==> src/rtl/rf_op_sequencer.sv <==
// Sequences three-address operations (read two sources, run the ALU, write the result)
// and clear-all commands onto a 16-entry register file.
module rf_op_sequencer #(
    parameter int DATA_W      = 16,
    parameter int EXEC_CYCLES = 2,
    parameter int COUNT_W     = 16
) (
    input  logic               clk,
    input  logic               clear,
    input  logic               req_valid,
    output logic               req_ready,
    input  logic               req_clr,
    input  logic [3:0]         req_dst,
    input  logic [3:0]         req_srca,
    input  logic [3:0]         req_srcb,
    input  logic [DATA_W-1:0]  alu_result,
    output logic               alu_start,
    output logic [3:0]         rf_Aaddr,
    output logic [3:0]         rf_Baddr,
    output logic [3:0]         rf_Caddr,
    output logic [DATA_W-1:0]  rf_C,
    output logic               rf_load,
    output logic               rf_clear_n,
    output logic               busy,
    output logic               done,
    output logic [COUNT_W-1:0] op_count
);

    typedef enum logic [2:0] {
        S_IDLE  = 3'd0,
        S_READ  = 3'd1,
        S_EXEC  = 3'd2,
        S_WRITE = 3'd3,
        S_CLR   = 3'd4
    } state_t;

    localparam logic [3:0]         EXEC_LAST = 4'(EXEC_CYCLES - 1);
    localparam logic [COUNT_W-1:0] COUNT_ONE = {{(COUNT_W-1){1'b0}}, 1'b1};

    state_t     state;
    logic [3:0] dst;
    logic [3:0] exec_cnt;

    // Only IDLE accepts, and an asserted clear blocks acceptance in the same cycle.
    assign req_ready = (state == S_IDLE) && !clear;

    // Control FSM; rf_C doubles as the result register, rf_Aaddr/rf_Baddr as the latched sources.
    always_ff @(posedge clk or posedge clear) begin
        if (clear) begin
            state      <= S_IDLE;
            dst        <= 4'd0;
            exec_cnt   <= 4'd0;
            rf_Aaddr   <= 4'd0;
            rf_Baddr   <= 4'd0;
            rf_Caddr   <= 4'd0;
            rf_C       <= '0;
            rf_load    <= 1'b1;
            rf_clear_n <= 1'b1;
            alu_start  <= 1'b0;
            busy       <= 1'b0;
            done       <= 1'b0;
            op_count   <= '0;
        end else begin
            alu_start <= 1'b0;
            done      <= 1'b0;
            case (state)
                S_IDLE: begin
                    if (req_valid) begin
                        dst  <= req_dst;
                        busy <= 1'b1;
                        if (req_clr) begin
                            state      <= S_CLR;
                            rf_clear_n <= 1'b0;
                        end else begin
                            state    <= S_READ;
                            rf_Aaddr <= req_srca;
                            rf_Baddr <= req_srcb;
                        end
                    end else begin
                        state <= S_IDLE;
                    end
                end
                S_READ: begin
                    state     <= S_EXEC;
                    alu_start <= 1'b1;
                    exec_cnt  <= 4'd0;
                end
                S_EXEC: begin
                    if (exec_cnt == EXEC_LAST) begin
                        state    <= S_WRITE;
                        rf_C     <= alu_result;
                        rf_Caddr <= dst;
                        rf_load  <= 1'b0;
                    end else begin
                        exec_cnt <= exec_cnt + 4'd1;
                    end
                end
                S_WRITE: begin
                    state    <= S_IDLE;
                    rf_load  <= 1'b1;
                    busy     <= 1'b0;
                    done     <= 1'b1;
                    op_count <= op_count + COUNT_ONE;
                end
                S_CLR: begin
                    state      <= S_IDLE;
                    rf_clear_n <= 1'b1;
                    busy       <= 1'b0;
                    done       <= 1'b1;
                    op_count   <= op_count + COUNT_ONE;
                end
                default: begin
                    state      <= S_IDLE;
                    rf_load    <= 1'b1;
                    rf_clear_n <= 1'b1;
                    busy       <= 1'b0;
                end
            endcase
        end
    end

endmodule

==> config.mk <==
export PLATFORM = sky130hd
export DESIGN_NAME = rf_op_sequencer
export DESIGN_NICKNAME = d
export VERILOG_FILES = /design/src/rtl/rf_op_sequencer.sv
export SDC_FILE = /design/constraint.sdc
export NUM_CORES = 1
export LEC_CHECK = 0
export BUFFER_PORTS_ARGS = -buffer_cell sky130_fd_sc_hd__buf_2
export CAP_MARGIN = 20
export CORE_AREA = 2 2 82 84
export DETAILED_ROUTE_END_ITERATION = 12
export DIE_AREA = 0 0 84 86
export PLACE_DENSITY = 0.68
export SYNTH_ARGS = -nofsm -noshare
export SYNTH_HDL_FRONTEND = slang
export SYNTH_SLANG_ARGS = --single-unit
==> constraint.sdc <==
create_clock -name clk -period 1.9 [get_ports clk]
set_input_delay 0.38 -clock clk [delete_from_list [all_inputs] [get_ports clk]]
set_output_delay 0.38 -clock clk [all_outputs]
set_load 0.005 [all_outputs]
# Yosys cells after proc, flatten, opt, wreduce, memory -nomap -nowiden
# Cells that the tools add are included.
[classes]
n_bitwise = 4
n_shift = 0
mux = 15
order_cmp = 0
n_mul = 0
n_eq_ne = 9
div_mod_pow = 0
addsub = 2
n_reduce_logical = 15
[ops]
columns = ["operator", "n"]
rows = [
  ["16-bit by 1-bit adder with 16-bit output, second input constant", 1],
  ["2-bit AND reduction", 5],
  ["3-bit 2-to-1 mux", 3],
  ["3-bit case mux with 3 select lines", 1],
  ["2-bit != test, second input constant", 4],
  ["4-bit case mux with 2 select lines", 1],
  ["3-bit by 2-bit equality test with 1-bit output, second input constant", 2],
  ["1-bit 2-to-1 mux", 6],
  ["1-bit case mux with 2 select lines", 3],
  ["3-bit AND reduction", 2],
  ["3-bit OR reduction", 2],
  ["4-bit by 1-bit adder with 4-bit output, second input constant", 1],
  ["4-bit by 1-bit equality test with 1-bit output, second input constant", 1],
  ["4-bit 2-to-1 mux", 1],
  ["1-bit NOT", 4],
  ["2-bit OR reduction", 2],
  ["3-bit by 1-bit equality test with 1-bit output, second input constant", 1],
  ["3-bit equality test, second input constant", 1],
  ["3-bit zero test", 1],
  ["2-bit nonzero test", 1],
  ["1-bit logical AND", 1],
  ["1-bit zero test", 1],
]
[totals]
output_inout_bits = 50
ff_bits = 60
mem_count = 0
ramBits = 0
latch_bits = 0
in_bits = 32
mem_bits_ro = 0

# Depth between registers and ports, before layout
[depth]
ltp_word = 4
depth_mapped = 7
mapped_depth_nobuf = 6

# Least setup slack after synthesis
# No wires, ideal clock.
[synth_timing]
path_type = "reg-to-reg"
start = "register exec_cnt[1]"
end = "register rf_C[10]"
t_required_ns = 1.775
period_less_slack_ns = 2.015
path_stages_with_launch = 7
setup_slack_ns = -0.115
setup_ns = 0.125
n_path_buf = 1
arrival_time_ns = 1.890
path_cell_list = "dfrtp_1 -> inv_1 -> ha_1 -> or3b_4 -> or4b_4 -> buf_6 -> mux2_4"
[synth_between]
elab_chain_len = 2
[synth_lines]
columns = ["element", "line_no", "rtl"]
rows = [
  ["from (decl)", "42", "logic [3:0] exec_cnt;"],
  ["from (signal assigned)", "95", "exec_cnt <= exec_cnt + 4'd1;"],
  ["4-bit by 1-bit equality test with 1-bit output", "89", "if (exec_cnt == EXEC_LAST) begin"],
  ["2-bit AND reduction (no source line)", "n/a", ""],
  ["to (signal assigned)", "91", "rf_C <= alu_result;"],
  ["to (decl)", "21", "output logic [DATA_W-1:0] rf_C,"],
]
# No other way between the ends.
# A chain may end at the register's enable or synchronous reset.

# Worst setup path after layout
[layout_timing]
start = "register exec_cnt[1]"
end = "register rf_C[7]"
# Same word-level chain as after synthesis.

==> qor.txt <==
outcome: finished, violations left
failing checks: negative setup slack
Area after DPL: 3141 um^2
hold crit path type: primary input to asynchronous set/reset pin
Setup crit end kind: flip-flop
Initial DRT Pass Iterations: 3
crit-path max FO: 21
placed wire-length estimate: 3.373 mm
most frequent cells in the layout: 81 x buf_2, 58 x dfrtp_1, 19 x mux2_4
Post-Syn Area: 2559 um^2
Setup WS pre-CTS: -0.1442 ns
Die W: 84 um
part of the cycle the worst path needs: 107.2%
Top FF cell, synth: dfrtp_1
Synth warnings: 0
RSZ-0062 raised after global routing: true
post-DR wirelength/cell: 12.98 um
max-slew violations: 0
Synth cell types: 37
CTS tree: built
Slew @ Worst Pin: 0.4451 ns
Post-Syn Instances: 184
Mapped Avg Cell Area: 13.91 um^2
Max-slew headroom: 70.29%
Startpoint Class: flip-flop
CTS Sinks: 60
Fin. Hold Viols: 0
Total Routing Usage GR: 14.45%
Worst-Skew Late Latency: 0.33 ns
area grow syn2layout: 29.58%
Starting Density: 40.76%
register area: 1504 um^2
#FFs+latches synth: 60
Crit Reg-Reg Startpoint: exec_cnt[1]$_DFFE_PP0P_
maximum clock path buffer count: 2
worst setup margin: -0.1365 ns
Die ar.: 7224 um^2
via count: 1758
crit path from: exec_cnt[1]$_DFFE_PP0P_
Site Rows: 29
Setup CP Type: flip-flop to flip-flop
IO buf count: 81
Clock Pin Slew Worst Setup and Hold Paths: 0.07 ns
minimum clock period: 2.036 ns
Max Freq: 491.1 MHz
Post-DRT Antenna Nets: 0
share of cells above drive strength 1: 52.08%
Overflow after GRT: 0
clk root buf: clkbuf_8
Worst Path Arrival: 2.24 ns
EDFF count, synth: 0
sequential-to-total area share from yosys stat: 58.78%
multi-input logic area: 982.2 um^2
Worst Reg-to-Reg Cells: 6
Core Area: 6277 um^2
ys async rst share: 100.0%
worst IR drop on VDD: 0.0006267 V
syn nets: 219
DRC: 0
max-cap viol count: 0
Final Instance Area: 3316 um^2
final setup fails: 20
final net count: 318
total CTS buffers: 9
post-CTS setup repair buffer count: 0
initial DRC count: 63
setup TNS: -2.536 ns
Worst EP required: 2.11 ns
# IOs: 82
commonest non-fill, non-tap cell in the layout: buf_2
Clock Skew: 0.01063 ns
RePlAce Congestion: 0.7227
Ant. Diodes: 0
Cell Pwr Density: 1481 nW/um^2
largest net degree at the start of global routing: 42
first-pass GRT wire length: 8.190 mm
reg2reg setup slack: -0.14 ns
Layout fillers: 558
Overall Power: 0.004909 W
Leak Pwr: 1.715 nW
initial antenna violation count: 0
H-tree Lvls: 3
final WL: 4.737 mm
vias in the first global route: 1793
PostCTS Resize Cnt: 0
RR Endpoint: rf_C[7]$_DFFE_PP0P_
# hold bufs at CTS: 0
Die H: 86 um
drt via density: 4.816
## metrics by stage
stage          utilization [%]  hold WS [ns]  std cells
2_1_floorplan                -        0.4647        184
3_3_place_gp             50.03        0.4291        349
3_5_place_dp             50.03        0.4345        349
4_1_cts                  52.82       0.07008        365
5_1_grt                  52.82        0.1021        365
6_report                 52.82       0.06556        365
## cell families (layout without fill, tap and decap cells)
logic type               Yosys count  after routing  share of synthesized area, %
XOR/XNOR                          18             18                         6.162
buffers and inverters             14            118                         2.836
adder cells (fa/ha/maj)            3              3                         1.467
multiplexers                      33             33                         17.31
flip-flops                        60             60                         58.78
AND/OR/NAND/NOR                   48             48                         11.25
AO/OA/AOI/OAI                      8              8                         2.200
## synthesized netlist by cell type, types with 2 or more instances
master,n,area share (%)
dfrtp_1,58,57
mux2_4,19,11
mux2_2,14,6.2
xnor2_1,9,3.1
xor2_1,9,3.1
inv_1,8,1.2
nand2_1,7,1.0
nor2_1,7,1.0
nor4_1,6,1.5
nand3_1,5,0.98
buf_2,4,0.78
nand4_1,4,0.98
nor3_1,4,0.78
ha_1,3,1.5
a21o_1,2,0.59
buf_6,2,0.88
dfstp_2,2,2.1
or3_1,2,0.49
## routing by layer
| metal | vias to the layer above | track usage, % | wire [um] |
|---|---|---|---|
| met3 | 11 | 3.754 | 286 |
| met5 | - | 0 | 0 |
| li1 | 847 | - | - |
| met1 | 848 | 18.18 | 2140 |
| met4 | 0 | 9.238 | 128 |
| met2 | 52 | 22.25 | 2182 |
## critical path: stages (launching register included)
cell and delay (ns):
dfrtp_1 0.37, inv_1 0.05, ha_1 0.12, or3b_4 0.37, or4b_4 0.50, buf_12 0.19, mux2_4 0.30
## registers in the layout, summed over array words and instances, names as in the netlist, 3 cells and up
| name | count |
|---|---|
| dst | 4 |
| exec_cnt | 4 |
| op_count | 16 |
| rf_Aaddr | 4 |
| rf_Baddr | 4 |
| rf_C | 16 |
| rf_Caddr | 4 |
| state | 3 |
## report_power, final
group	total, W	internal [W]	switching (W)
clock	0.000996	0.000544	0.000452
combinational	0.00177	0.00112	0.000647
sequential	0.00215	0.00179	0.000352
total	0.00491	0.00346	0.00145
## cell type report
class | instances | area share [%]
clock buffers | 14 | 4.906
flip-flops and latches | 60 | 45.36
well taps | 77 | 2.906
repair buffers | 94 | 15.92
inverters | 8 | 0.9057
multi-input cells | 110 | 29.62
clock inverters | 2 | 0.3774
## worst max-delay path by stage
| stage | end |
|---|---|
| 2_1_floorplan | rf_C[10]$_DFFE_PP0P_ |
| 3_3_place_gp | rf_C[5]$_DFFE_PP0P_ |
| 3_5_place_dp | rf_C[7]$_DFFE_PP0P_ |
| 4_1_cts | rf_C[11]$_DFFE_PP0P_ |
| 5_1_grt | rf_C[15]$_DFFE_PP0P_ |
| 6_report | rf_C[7]$_DFFE_PP0P_ |
Note: power is estimated with default switching activity, not from simulation.
